<file path="src/rtl/uart_receiver.sv">
// 8N1 LSB-first serial receiver with a two-flop input synchroniser, mid-bit sampling
// and a baud divider that is captured from cfg_divider at the start of every frame.
module uart_receiver (
   input  logic        clk_25mhz_unused_guard_n = 1'b1,
   input  logic        clk,
   input  logic        reset,
   input  logic        ser_rx,
   input  logic [31:0] cfg_divider,
   output logic [7:0]  data,
   output logic        valid,
   output logic        framing_error
);

   typedef enum logic [2:0] {
      S_IDLE,
      S_START,
      S_DATA,
      S_STOP,
      S_BREAK
   } state_t;

   state_t      state, state_nxt;
   logic        rx_meta, rx_s;
   logic [31:0] div, half, cnt;
   logic [2:0]  bit_idx;
   logic [7:0]  shreg;

   logic        half_hit, bit_hit;
   logic        latch_div, cnt_clr, start_ok, shift_en, load_byte, stop_bad;

   assign half     = div >> 1;
   // The counter is cleared on the edge that opens an interval, so the sampling
   // edge k cycles later is the one where the counter still reads k-1.
   assign half_hit = (cnt == half - 32'd1);
   assign bit_hit  = (cnt == div - 32'd1);

   // NOTE: sequential state uses non-blocking assignments so every flop samples
   // the pre-edge values of the others, independent of statement order.
   always_ff @(posedge clk) begin
      if (reset)
         state <= S_IDLE;
      else
         state <= state_nxt;
   end

   always_comb begin
      // NOTE: default assignment first so no path leaves state_nxt unassigned,
      // which would otherwise infer a latch.
      state_nxt = state;
      unique case (state)
         S_IDLE:  if (!rx_s) state_nxt = S_START;
         S_START: if (half_hit) state_nxt = rx_s ? S_IDLE : S_DATA;
         S_DATA:  if (bit_hit && bit_idx == 3'd7) state_nxt = S_STOP;
         S_STOP:  if (bit_hit) state_nxt = rx_s ? S_IDLE : S_BREAK;
         S_BREAK: if (rx_s) state_nxt = S_IDLE;
         default: state_nxt = S_IDLE;
      endcase
   end

   always_comb begin
      latch_div = 1'b0;
      start_ok  = 1'b0;
      shift_en  = 1'b0;
      load_byte = 1'b0;
      stop_bad  = 1'b0;
      cnt_clr   = 1'b0;
      unique case (state)
         S_IDLE: begin
            latch_div = !rx_s;
            cnt_clr   = 1'b1;
         end
         S_START: begin
            start_ok = half_hit && !rx_s;
            cnt_clr  = half_hit;
         end
         S_DATA: begin
            shift_en = bit_hit;
            cnt_clr  = bit_hit;
         end
         S_STOP: begin
            load_byte = bit_hit && rx_s;
            stop_bad  = bit_hit && !rx_s;
            cnt_clr   = bit_hit;
         end
         S_BREAK: cnt_clr = 1'b1;
         default: cnt_clr = 1'b1;
      endcase
   end

   always_ff @(posedge clk) begin
      if (reset) begin
         rx_meta       <= 1'b1;
         rx_s          <= 1'b1;
         div           <= 32'd0;
         cnt           <= 32'd0;
         bit_idx       <= 3'd0;
         shreg         <= 8'h00;
         data          <= 8'h00;
         valid         <= 1'b0;
         framing_error <= 1'b0;
      end else begin
         rx_meta <= ser_rx;
         rx_s    <= rx_meta;
         if (latch_div)
            div <= cfg_divider;
         cnt <= cnt_clr ? 32'd0 : cnt + 32'd1;
         if (start_ok)
            bit_idx <= 3'd0;
         if (shift_en) begin
            shreg[bit_idx] <= rx_s;
            bit_idx        <= bit_idx + 3'd1;
         end
         if (load_byte)
            data <= shreg;
         valid         <= load_byte;
         framing_error <= stop_bad;
      end
   end

endmodule

</file>
<file path="config.mk">
export PLATFORM = sky130hd
export DESIGN_NAME = uart_receiver
export DESIGN_NICKNAME = d
export VERILOG_FILES = /design/src/rtl/uart_receiver.sv
export SDC_FILE = /design/constraint.sdc
export NUM_CORES = 1
export LEC_CHECK = 0
export CAP_MARGIN = 5
export CORE_MARGIN = 2
export CORE_UTILIZATION = 60
export CTS_BUF_LIST = sky130_fd_sc_hd__clkbuf_4
export CTS_CLUSTER_DIAMETER = 50
export DETAILED_ROUTE_END_ITERATION = 12
export PLACE_DENSITY = 0.81
export SYNTH_ARGS = -nofsm -noshare
export SYNTH_HDL_FRONTEND = slang
export SYNTH_SLANG_ARGS = --single-unit
</file>
<file path="constraint.sdc">
create_clock -name clk -period 5.26 [get_ports clk]
set_clock_uncertainty 0.2 [all_clocks]
set_input_delay 0.526 -clock clk [delete_from_list [all_inputs] [get_ports clk]]
set_output_delay 0.526 -clock clk [all_outputs]
set_load 0.03 [all_outputs]
</file>
==> flow_results.org, run 1 <==
** Clocking
- The root buffer cell chosen for the clock tree is sky130_fd_sc_hd__clkbuf_4.
- CTS tree :: done
- CTS H-Tree Depth :: 3
- CTS saw 90 sinks.
- After clock tree synthesis, the repair step resized 0 gates.
- Max Buffers Root-to-Sink :: 2
- Clock-pin slew was measured on the worst setup and hold paths at ~0.17 ns.
- Source-to-sink clock delay at the later pin of the worst-skew pair :: about 0.5 ns
- Post-CTS setup buffer count :: 0
- CTS Hold Bufs :: 0
- The number of clock buffers added by TritonCTS is 9.

** Timing
- Measured slew at the worst slew-check pin :: about 1.1 ns
- On the final layout, the worst hold slack is roughly 0.24 ns.
- Setup repair after global routing left no endpoint under its margin.
- Crit share post-route :: a little under nine tenths
- Max-slew headroom :: 24.5%
- After layout, the minimum clock period comes to between 4 and 5 ns.
- Timing would allow up to between 200 and 250 MHz.
- Final sum of negative setup slack :: 0 ns
- The number of failing hold endpoints at the final stage is 0.
- Final setup viols :: 0
- Slew Limit Fails :: 0

** Synth
- sky130_fd_sc_hd__dfxtp_1 takes more of the synthesized area than any other cell.
- Yosys top cell area share :: roughly 28%
- Synthesis inferred 90 register bits.
- When the netlist entered floorplanning its net count stood at 860.
- Synth area leaders :: sky130_fd_sc_hd__dfxtp_1 28%, sky130_fd_sc_hd__xnor2_1 9.2%, sky130_fd_sc_hd__nand2_1 7.3%
- After synthesis, the share of flip-flops with an asynchronous set or reset is 0%.
- A synthesized cell averages around 8 um2.
- In the synthesized netlist, the number of instances is around 800.
- Number of synthesis warnings :: 0
- In the synthesized netlist the dominant register cell turns out to be sky130_fd_sc_hd__dfxtp_1.
- Post-synthesis cell area :: roughly 6400 um2
- Post-synth cell types :: 69
- The share of the Yosys chip area taken by registers is 28.1%.
- The synthesized design contains 0 enable-type register cells.

** Power and ir drop
- Power spread over the standard cell area amounts to 226 nW/um2.
- Leakage :: ~2.5 nW
- Peak VDD IR :: between 0.2 and 0.25 mV

** Routing
- Dividing the detail-routed via count by the number of cells gives 6.40.
- The routed layout has around 6000 vias.
- Overall routed net length :: about 18000 um
- Dividing the detail-routed wire length by the instance count gives 19.1 um.
- Once detail routing completed, the nets flagged for antenna violations numbered 0.
- Remaining routing DRC violations :: 0
- For this run, the detailed router's first-pass iteration total came to 6.
- Iter 0 DRT Violations :: approximately 560

** Critical path
- Setup slack of the worst register-to-register path :: about 0.78 ns
- Data on the critical path is required at its endpoint by 5.40 ns.
- Critical path peak fanout :: 10
- The worst setup path is launched from a flip-flop.
- Crit Path Category :: reg2reg
- Worst Setup End Kind :: flip-flop
- Reg2Reg Capture Point :: cnt[28]
- In this run the critical register-to-register path is launched from div[2].
- Critical path arrival :: between 4 and 5 ns
- Cell count of the worst reg-to-reg path :: 12

** Final layout
- After routing the design area is ~7000 um2.
- Core utilization of the finished layout :: approximately two thirds
- Syn-to-layout area delta :: 8.69%
- 0 antenna diodes ended up in the layout.
- In the final layout, flip-flops and latches occupy about 1800 um2.
- In the final layout, the multi-input gates occupy around 4300 um2.
- After filler insertion, the fill cell instance count of the layout stands at 890.
- At the end of the flow, the number of nets in the layout was ~850.
- Fraction of layout instances using a drive strength above 1 :: roughly a tenth

** Global routing
- The number of global-route vias before repair is 5934.
- Pin count of the biggest net entering global routing :: between 60 and 70
- Global-route wire length before repair :: between 20000 and 30000 um
- Antenna violations before repair :: 0
- Grt total ovfl :: 0
- For this run, the total global-route usage over all layers was measured as between 30 and 40%.

** Hold path
- Startpoint of the tightest hold check path :: rx_meta
- The worst hold path belongs to the class reg2reg.
- Along the worst hold path, the cell count comes to 1.
- The worst hold path terminates at rx_s.

** Floorplanning
- The floorplan step set the die height to roughly 110 um.
- Die Area :: 11500 um2
- Width of the chip :: 107 um
- For this configuration, the core starts out at a cell density of around 60%.
- Standard cell core area :: just over 10000 um2
- Row generation in the floorplan step produced 37 rows.
- Top Ports :: 46

** Placed design
- The placed instances occupy a cell area of 6810 um2.
- Post-DP HPWL :: about 14000 um
- The count of buffers added on input and output ports is 44.
- Routability-driven placement finished with a final weighted congestion of just over 1.

** Outcome
- Run status :: complete, no violations

** Job
- Across the run, the number of max-cap violations was 0.
## registers in the layout, indices dropped and copies added (netlist names)
register / count
bit_idx: 3
cnt: 32
data: 8
div: 32
framing_error: 1
rx_meta: 1
rx_s: 1
shreg: 8
state: 3
valid: 1
## worst max-delay path by stage
stage,startpoint,endpoint,slack (ns),depth (start not counted)
2_1_floorplan,div[1],cnt[10],1.49,13
3_3_place_gp,div[2],cnt[31],1.04,12
3_5_place_dp,div[2],cnt[31],0.88,12
4_1_cts,div[2],cnt[31],0.84,12
5_1_grt,div[2],cnt[26],0.47,12
6_report,div[2],cnt[28],0.78,12
## through the flow
stage	cells	worst slack, ns	power [mW]
floorplan	819	1.49	1.01
global placement	937	1.04	1.12
detailed placement	937	0.876	1.13
CTS	953	0.838	1.56
global route	953	0.468	1.64
finish	953	0.777	1.57
## Yosys cell counts, drive strengths merged (9+ instances only)
library cell  number
clkbuf            57
a21oi             69
and4               9
xnor2             67
nor2              43
nor3              21
xor2              40
nor2b             10
a2111oi           12
mux2i             17
nand3             22
and3              17
nand2            125
o21ai             13
dfxtp             90
a211oi            11
or4               11
nor4              27
nand4             25
buf               16
nand2b            16
## cell type report
cell class / count / area share [%]
Multi-Input combinational cell: 648 / 61.3
Clock inverter: 7 / 1.35
Inverter: 8 / 0.431
Timing Repair Buffer: 55 / 7.61
Clock buffer: 9 / 0.970
Tap cell: 136 / 2.44
Sequential cell: 90 / 25.9
## power by group
group | switching (mW) | internal (mW)
combinational | 0.242 | 0.171
sequential | 0.0264 | 0.692
clock | 0.282 | 0.158
## layout by cell type, fill, tap and decap left out, drive strengths merged, types with 4 or more instances in the layout
cell,Yosys,final
nor3b,8,8
and4,9,9
and3,17,17
a2111oi,12,12
nand3,22,22
dfxtp,90,90
nor2,43,43
ha,5,5
a21oi,69,69
xor2,40,40
nand4,25,25
inv,8,11
nor2b,10,10
xnor2,67,67
buf,16,12
a31oi,6,6
or4,11,11
a41oi,5,5
nor4b,5,5
nand2,125,125
o22ai,4,4
o211a,4,4
nor3,21,21
nor4,27,27
o21ai,13,13
nand2b,16,16
mux2i,17,17
o31ai,4,4
or2,8,8
or3,4,4
clkdlybuf4s50,0,43
a211oi,11,11
clkbuf,57,9
## metal layers
metal | share of wire, % | vias up | track usage (%)
met2 | 47 | 249 | 54.4
met3 | 6.3 | 47 | 4.84
met5 | 0 | - | 0
met4 | 3.3 | 0 | 16.5
met1 | 43 | 2890 | 41.7
li1 | - | 2912 | -
## worst max-delay path, cell delays in order (launching register included)
cell	delay, ns
sky130_fd_sc_hd__dfxtp_1	0.40
sky130_fd_sc_hd__inv_1	0.10
sky130_fd_sc_hd__ha_1	0.26
sky130_fd_sc_hd__nor3b_2	0.45
sky130_fd_sc_hd__nand4_1	0.49
sky130_fd_sc_hd__or3_1	0.54
sky130_fd_sc_hd__o2bb2ai_1	0.15
sky130_fd_sc_hd__or4_1	0.65
sky130_fd_sc_hd__nor4b_4	0.25
sky130_fd_sc_hd__buf_4	0.21
sky130_fd_sc_hd__or2b_2	0.30
sky130_fd_sc_hd__buf_4	0.22
sky130_fd_sc_hd__a2111oi_0	0.10
## cell families after synthesis
family,Yosys count,share of synthesized area [%]
multiplexers,17,2.65
AND/OR/NAND/NOR,363,30.9
flip-flops,90,28.1
buffers and inverters,81,5.39
adder cells (fa/ha/maj),5,0.976
XOR/XNOR,107,14.6
AO/OA/AOI/OAI,156,17.4
(Power assumes the default switching activity.)
==> inputs of run 2 (changes only) <==
PLACE_DENSITY = not set   (was 0.81)
PLACE_DENSITY_LB_ADDON = 0.08   (was not set)
==> flow_results.org, run 2 (synthesis results as in run 1) <==
** Critical path
- The start point of the critical path is div[1] (was div[2]).
- The largest fanout on the critical path is 22 (was 10).
- The capture point of the worst path is cnt[22] (was cnt[28]).
- The launch point of the worst reg-to-reg path was div[1] (was div[2]).
- Setup slack of the worst register-to-register path :: 0.97 ns (was 0.78 ns)
- The required time of the worst setup path is 5.42 ns (was 5.40 ns).
- The number of cell instances on the worst register-to-register path came to 11 (was 12).
- The capturing element type of the critical path is a flip-flop (unchanged).
- Crit Path Category :: reg2reg (unchanged)
- The data arrival time at the worst-slack endpoint was 4.45 ns (was 4.63 ns).
- The terminus of the critical flop-to-flop path was cnt[22] (was cnt[28]).
- The element type at the critical path start is a flip-flop (unchanged).

** Floorplanning
- The number of cell rows came to 37 (unchanged).
- The core box area came to 10400 um2 (unchanged).
- The total die area was 11500 um2 (unchanged).
- The height of the die is 107 um (unchanged).
- Width of the chip :: 107 um (unchanged)
- Effective utilization at floorplan :: 61.8% (unchanged)
- The top-level I/O count came to 46 (unchanged).

** Power and ir drop
- The leakage power of the design was 2.55 nW (was 2.53 nW).
- The sequential fraction of design power is 46.1% (was 45.7%).
- Internal power :: 1.07 mW (was 1.02 mW)
- Peak VDD IR :: 0.228 mV (was 0.229 mV)
- The ratio of total power to cell area came to 223 nW/um2 (was 226 nW/um2).
- The overall power consumption was 1.56 mW (was 1.57 mW).
- Switching power total :: 0.492 mW (was 0.551 mW)
- Sw Share :: 31.6% (was 35.0%)
- The combinational share of power was 25.7% (was 26.3%).
- The share of total power in the clock network came to 28.2% (was 28.0%).

** Clocking
- Post_cts resized :: 0 (unchanged)
- The number of hold-repair buffers added at the cts stage came to 0 (unchanged).
- The number of levels in the clock H-tree is 3 (unchanged).
- Cell at the root of the clock tree :: sky130_fd_sc_hd__clkbuf_4 (unchanged)
- The number of clock buffers inserted by TritonCTS came to 9 (unchanged).
- CTS tree :: done (unchanged)
- The number of buffers added for setup after CTS was 0 (unchanged).
- The clock edge transition at the registers on the reported setup and hold paths was 0.14 ns (was 0.17 ns).
- The sink count of the clock tree was 90 (unchanged).
- Max Buffers Root-to-Sink :: 2 (unchanged)
- The insertion delay to the later sink of the worst-skew pair was 0.47 ns (was 0.49 ns).

** Final layout
- Fraction of layout instances using a drive strength above 1 :: 9.90% (was 9.67%)
- Largest registers: cnt (32), div (32) (unchanged).
- Final-stage net count :: 854 (was 853)
- Most frequent standard cell in the layout excluding fill and tap cells :: sky130_fd_sc_hd__nand2_1 (unchanged)
- The filler cell count is 890 (unchanged).
- The antenna cell count was 0 (unchanged).
- Syn-to-layout area delta :: 8.84% (was 8.69%)
- Top library cells by usage in the layout, fill and taps aside :: 125 x sky130_fd_sc_hd__nand2_1, 90 x sky130_fd_sc_hd__dfxtp_1, 67 x sky130_fd_sc_hd__xnor2_1 (unchanged)
- Area of the multi-input gates :: 4280 um2 (was 4270 um2)
- Total area of sequential cells :: 1800 um2 (unchanged)

** Timing
- Minimum clock period :: 4.29 ns (was 4.48 ns)
- Unrepaired setup endpoints after global routing: false (unchanged).
- The final cycle utilization of the critical path is 81.5% (was 85.2%).
- Maximum clock rate :: 233 MHz (was 223 MHz)
- The transition time at the pin with the least slew margin came to 1.04 ns (was 1.13 ns).
- The smallest setup slack after layout came to 0.973 ns (was 0.777 ns).
- The number of failing hold endpoints at the final stage was 0 (unchanged).
- Max-slew headroom :: 30.9% (was 24.5%)
- Slew Limit Fails :: 0 (unchanged)
- The total negative slack for setup checks was 0 ns (unchanged).
- Final setup viols :: 0 (unchanged)

** Job
- The total of max-cap violations is 0 (unchanged).

** Global routing
- The number of global-route vias before repair is 5592 (was 5934).
- Global-route wire length before repair :: 28400 um (was 29900 um)
- Grt total ovfl :: 0 (unchanged)
- Pin count of the biggest net entering global routing :: 68 (unchanged)
- Antenna violations before repair :: 0 (unchanged)
- Combined global-route utilization of all metal layers :: 31.2% (was 32.9%)

** Routing
- Drt pass-1 iters :: 5 (was 6)
- Remaining routing DRC violations :: 0 (unchanged)
- The average routed wire per standard cell is 18.5 um (was 19.1 um).
- The final antenna-violating net count came to 0 (unchanged).
- The vias per cell is 6.33 (was 6.40).
- Via Count :: 6042 (was 6098)
- Overall routed net length :: 17600 um (was 18200 um)
- The number of design-rule violations left by the first detailed-router iteration came to 490 (was 558).

** Hold path
- The worst hold path class is reg2reg (unchanged).

** Placed design
- The final weighted congestion of routability-driven global placement came to 0.971 (was 1.03).
- The sum of net half-perimeters after detailed placement came to 13400 um (was 13600 um).
- The number of I/O port buffers came to 44 (unchanged).
- The pre-CTS worst setup slack came to 1.07 ns (was 0.876 ns).

** Outcome
- Run status :: complete, no violations (unchanged)
[run 2: cell count changes in the layout (fill, tap and decap cells not counted), sizes merged]
cell,previous run,this run
clkbuf,9,11
clkinv,2,3
inv,11,8
buf,12,13
bufinv,1,2
clkinvlp,1,0
[run 2: metal layers]
metal	global-route usage, %	wire [um]
met4	11.7	448
met1	43.0	8170
met5	0	0
met2	48.1	7650
met3	6.48	1340
[run 2: final cells by class]
| type | instances | share of cell area [%] |
|---|---|---|
| Multi-Input combinational cell | 648 | 61.3 |
| Tap cell | 136 | 2.44 |
| Sequential cell | 90 | 25.8 |
| Inverter | 8 | 0.430 |
| Clock buffer | 11 | 1.18 |
| Timing Repair Buffer | 56 | 7.71 |
| Clock inverter | 5 | 1.13 |
[run 2: stage by stage]
stage	cell area [um2]	utilization, %	hold WS (ns)	instances
floorplan	6410	-	0.189	819
finish	6980	67.3	0.217	954
detailed placement	6820	65.7	0.198	938
global route	6980	67.3	0.233	954
CTS	6980	67.3	0.225	954
global placement	6820	65.7	0.198	938
[run 2: how the worst min path moves through the flow]
stage                       start   end  cells after the start
final                     rx_meta  rx_s                      1
after floorplan           rx_meta  rx_s                      1
after global routing      rx_meta  rx_s                      1
after detailed placement  rx_meta  rx_s                      1
after global placement    rx_meta  rx_s                      1
after CTS                 rx_meta  rx_s                      1
[run 2: critical path, stage by stage, from the launching register on]
cell                        delay (ns)
sky130_fd_sc_hd__dfxtp_1          0.40
sky130_fd_sc_hd__inv_1            0.11
sky130_fd_sc_hd__ha_1             0.26
sky130_fd_sc_hd__nor3b_2          0.41
sky130_fd_sc_hd__nand4_1          0.44
sky130_fd_sc_hd__or3_1            0.51
sky130_fd_sc_hd__o2bb2ai_1        0.15
sky130_fd_sc_hd__or4_1            0.64
sky130_fd_sc_hd__nor4b_4          0.29
sky130_fd_sc_hd__or2b_2           0.48
sky130_fd_sc_hd__buf_4            0.22
sky130_fd_sc_hd__a21oi_2          0.05
[run 2: power by group through the flow]
| stage | logic [mW] | registers [mW] | clock network [mW] |
|---|---|---|---|
| floorplan | 0.301 | 0.711 | 0 |
| global placement | 0.386 | 0.732 | 0 |
| detailed placement | 0.390 | 0.732 | 0 |
| CTS | 0.391 | 0.717 | 0.450 |
| global route | 0.436 | 0.720 | 0.473 |
| finish | 0.400 | 0.719 | 0.440 |
==> inputs of run 3 (changes only) <==
clock period = 4.41 ns   (was 5.26 ns; I/O delays follow)
==> flow_results.org, run 3 (synthesis results as in run 1) <==
** Final layout
- Number of diodes added for antenna fixing :: 0 (unchanged)
- The net count reported at finish was 870 (was 854).
- Post-layout instance count excluding filler cells :: 970 (was 954)
- Top library cells by usage in the layout, fill and taps aside :: 125 x sky130_fd_sc_hd__nand2_1, 90 x sky130_fd_sc_hd__dfxtp_1, 67 x sky130_fd_sc_hd__xnor2_1 (unchanged)
- The most common cell after layout, fill and taps aside was sky130_fd_sc_hd__nand2_1 (unchanged).
- Fraction of layout instances using a drive strength above 1 :: 11.3% (was 9.90%)
- The area overhead of the layout relative to synthesis came to 10.1% (was 8.84%).
- Largest registers :: cnt (32), div (32) (unchanged)
- The area of all placed cells without fillers is 7060 um2 (was 6980 um2).
- The utilization of the core after routing came to 68.1% (was 67.3%).

** Timing
- The maximum achievable frequency came to 256 MHz (was 233 MHz).
- Unrepaired setup endpoints after global routing :: false (unchanged)
- The number of failing hold endpoints at the final stage came to 0 (unchanged).
- The number of setup violations in the final report came to 0 (unchanged).
- WHS :: 0.233 ns (was 0.217 ns)
- Final sum of negative setup slack :: 0 ns (unchanged)
- The shortest period the worst path allows is 3.91 ns (was 4.29 ns).
- The final cycle utilization of the critical path is 88.7% (was 81.5%).
- Measured slew at the worst slew-check pin :: 1.11 ns (was 1.04 ns)
- Max-slew headroom :: 25.8% (was 30.9%)
- Slew Limit Fails :: 0 (unchanged)

** Floorplanning
- The total die area was 11500 um2 (unchanged).
- The core box area came to 10400 um2 (unchanged).
- The height of the die is 107 um (unchanged).
- The number of cell rows is 37 (unchanged).
- The die extent in x is 107 um (unchanged).
- The top-level I/O count was 46 (unchanged).
- The effective utilization at floorplan is 61.8% (unchanged).

** Clocking
- The number of levels in the clock H-tree is 3 (unchanged).
- Post_cts resized :: 0 (unchanged)
- Post-CTS setup buffer count :: 0 (unchanged)
- CTS Hold Bufs :: 0 (unchanged)
- The maximum number of buffers from clock root to sink came to 2 (unchanged).
- The clock edge transition at the registers on the reported setup and hold paths was 0.14 ns (about the same).
- Cell at the root of the clock tree :: sky130_fd_sc_hd__clkbuf_4 (unchanged)
- The insertion delay to the later sink of the worst-skew pair came to 0.47 ns (about the same).
- Clock sink count :: 90 (unchanged)
- Num CTS Buffers :: 9 (unchanged)
- CTS tree :: done (unchanged)

** Job
- Max-cap violation count :: 0 (unchanged)

** Placed design
- The number of I/O port buffers came to 44 (unchanged).
- GPL Wtd Cong :: 1.08 (was 0.971)
- The standard cell area after detailed placement came to 6950 um2 (was 6820 um2).
- Placed cells :: 954 (was 938)
- The sum of net half-perimeters after detailed placement came to 13100 um (was 13400 um).

** Hold path
- The worst hold path class was reg2reg (unchanged).

** Critical path
- Reg2Reg Capture Point :: cnt[28] (was cnt[22])
- The start point of the critical path is div[21] (was div[1]).
- Crit Path Category :: reg2reg (unchanged)
- Reg-to-Reg Start :: div[21] (was div[1])
- Worst Setup End Kind :: flip-flop (unchanged)
- Cell count of the worst reg-to-reg path :: 9 (was 11)
- CP Cell Sequence: or4_1, or4_1, a2111oi_0, o22ai_1, nor4_1, nand2_1, o21ai_2, buf_12, a2111oi_0 (was inv_1, ha_1, nor3b_2, nand4_1, or3_1, o2bb2ai_1, or4_1, nor4b_4, or2b_2, buf_4, a21oi_2).
- Worst Setup Start Kind :: flip-flop (unchanged)
- Cell with the largest stage delay on the worst path :: sky130_fd_sc_hd__or4_1 (unchanged)
- Setup slack of the worst register-to-register path :: 0.50 ns (was 0.97 ns)
- Required time of the critical path :: 4.51 ns (was 5.42 ns)
- The largest fanout on the critical path was 32 (was 22).
- Critical path arrival :: 4.01 ns (was 4.45 ns)
- The capture point of the worst path was cnt[28] (was cnt[22]).
- Biggest cell delay along the critical path :: 0.65 ns (was 0.64 ns)

** Global routing
- The maximum number of pins on one net before global-route repair is 68 (unchanged).
- The wire length of the first global-routing pass came to 28400 um (about the same).
- Antenna violations before repair :: 0 (unchanged)
- The overall global routing resource usage came to 31.1% (was 31.2%).
- Vias in the first global route :: 5711 (was 5592)
- The residual overflow from global routing was 0 (unchanged).

** Routing
- Routed wire per std cell :: 17.7 um (was 18.5 um)
- The number of search-and-repair iterations in the first detailed-routing pass is 6 (was 5).
- Iter 0 DRT Violations :: 849 (was 490)
- The post-detailed-routing wire length is 17200 um (was 17600 um).
- Antenna viol nets, final :: 0 (unchanged)
- The vias per cell was 6.33 (about the same).
- The total number of vias is 6142 (was 6042).
- Remaining routing DRC violations :: 0 (unchanged)

** Power and ir drop
- The leakage power of the design is 2.60 nW (was 2.55 nW).
- The worst-case vdd ir drop is 0.300 mV (was 0.228 mV).
- The ratio of total power to cell area was 250 nW/um2 (was 223 nW/um2).

** Outcome
- Run status: complete, no violations (unchanged).
-- run 3: stage by stage --
stage          power (mW)  worst slack, ns
2_1_floorplan        1.21            0.643
3_3_place_gp         1.35            0.619
3_5_place_dp         1.36            0.554
4_1_cts              1.76            0.538
5_1_grt              1.86            0.269
6_report             1.77            0.498
-- run 3: layout make-up --
cell class,count,area (um2)
Clock buffer,9,67.6
Clock inverter,7,43.8
Fill cell,906,3310
Inverter,8,30.0
Multi-Input combinational cell,648,4270
Sequential cell,90,1800
Tap cell,136,170
Timing Repair Buffer,72,671
-- run 3: routing by layer --
layer	vias to the layer above	global-route usage [%]	wire [um]
met5	-	0	0
met4	0	13.6	670
met3	55	6.78	1430
met2	257	45.5	7210
met1	2884	43.9	7870
li1	2946	-	-
-- run 3: critical path: cells and delay by family (launching register included) --
family	cells	cell delay, ns
buffers and inverters	1	0.24
DFF	1	0.46
and+or+nand+nor	4	1.91
AOI/OAI and AO/OA	4	0.91
-- run 3: worst min-delay path by stage --
| stage | start | to | slack [ns] | depth (start not counted) |
|---|---|---|---|---|
| floorplan | rx_meta | rx_s | 0.19 | 1 |
| global placement | rx_meta | rx_s | 0.20 | 1 |
| detailed placement | rx_meta | rx_s | 0.20 | 1 |
| CTS | rx_meta | rx_s | 0.23 | 1 |
| global route | rx_meta | rx_s | 0.25 | 1 |
| finish | rx_meta | rx_s | 0.23 | 1 |
-- run 3: where the power goes --
group | internal, mW | total, mW | switching, mW
Combinational | 0.225 | 0.509 | 0.284
Sequential | 0.825 | 0.854 | 0.0295
Clock | 0.115 | 0.404 | 0.288
Total | 1.16 | 1.77 | 0.602
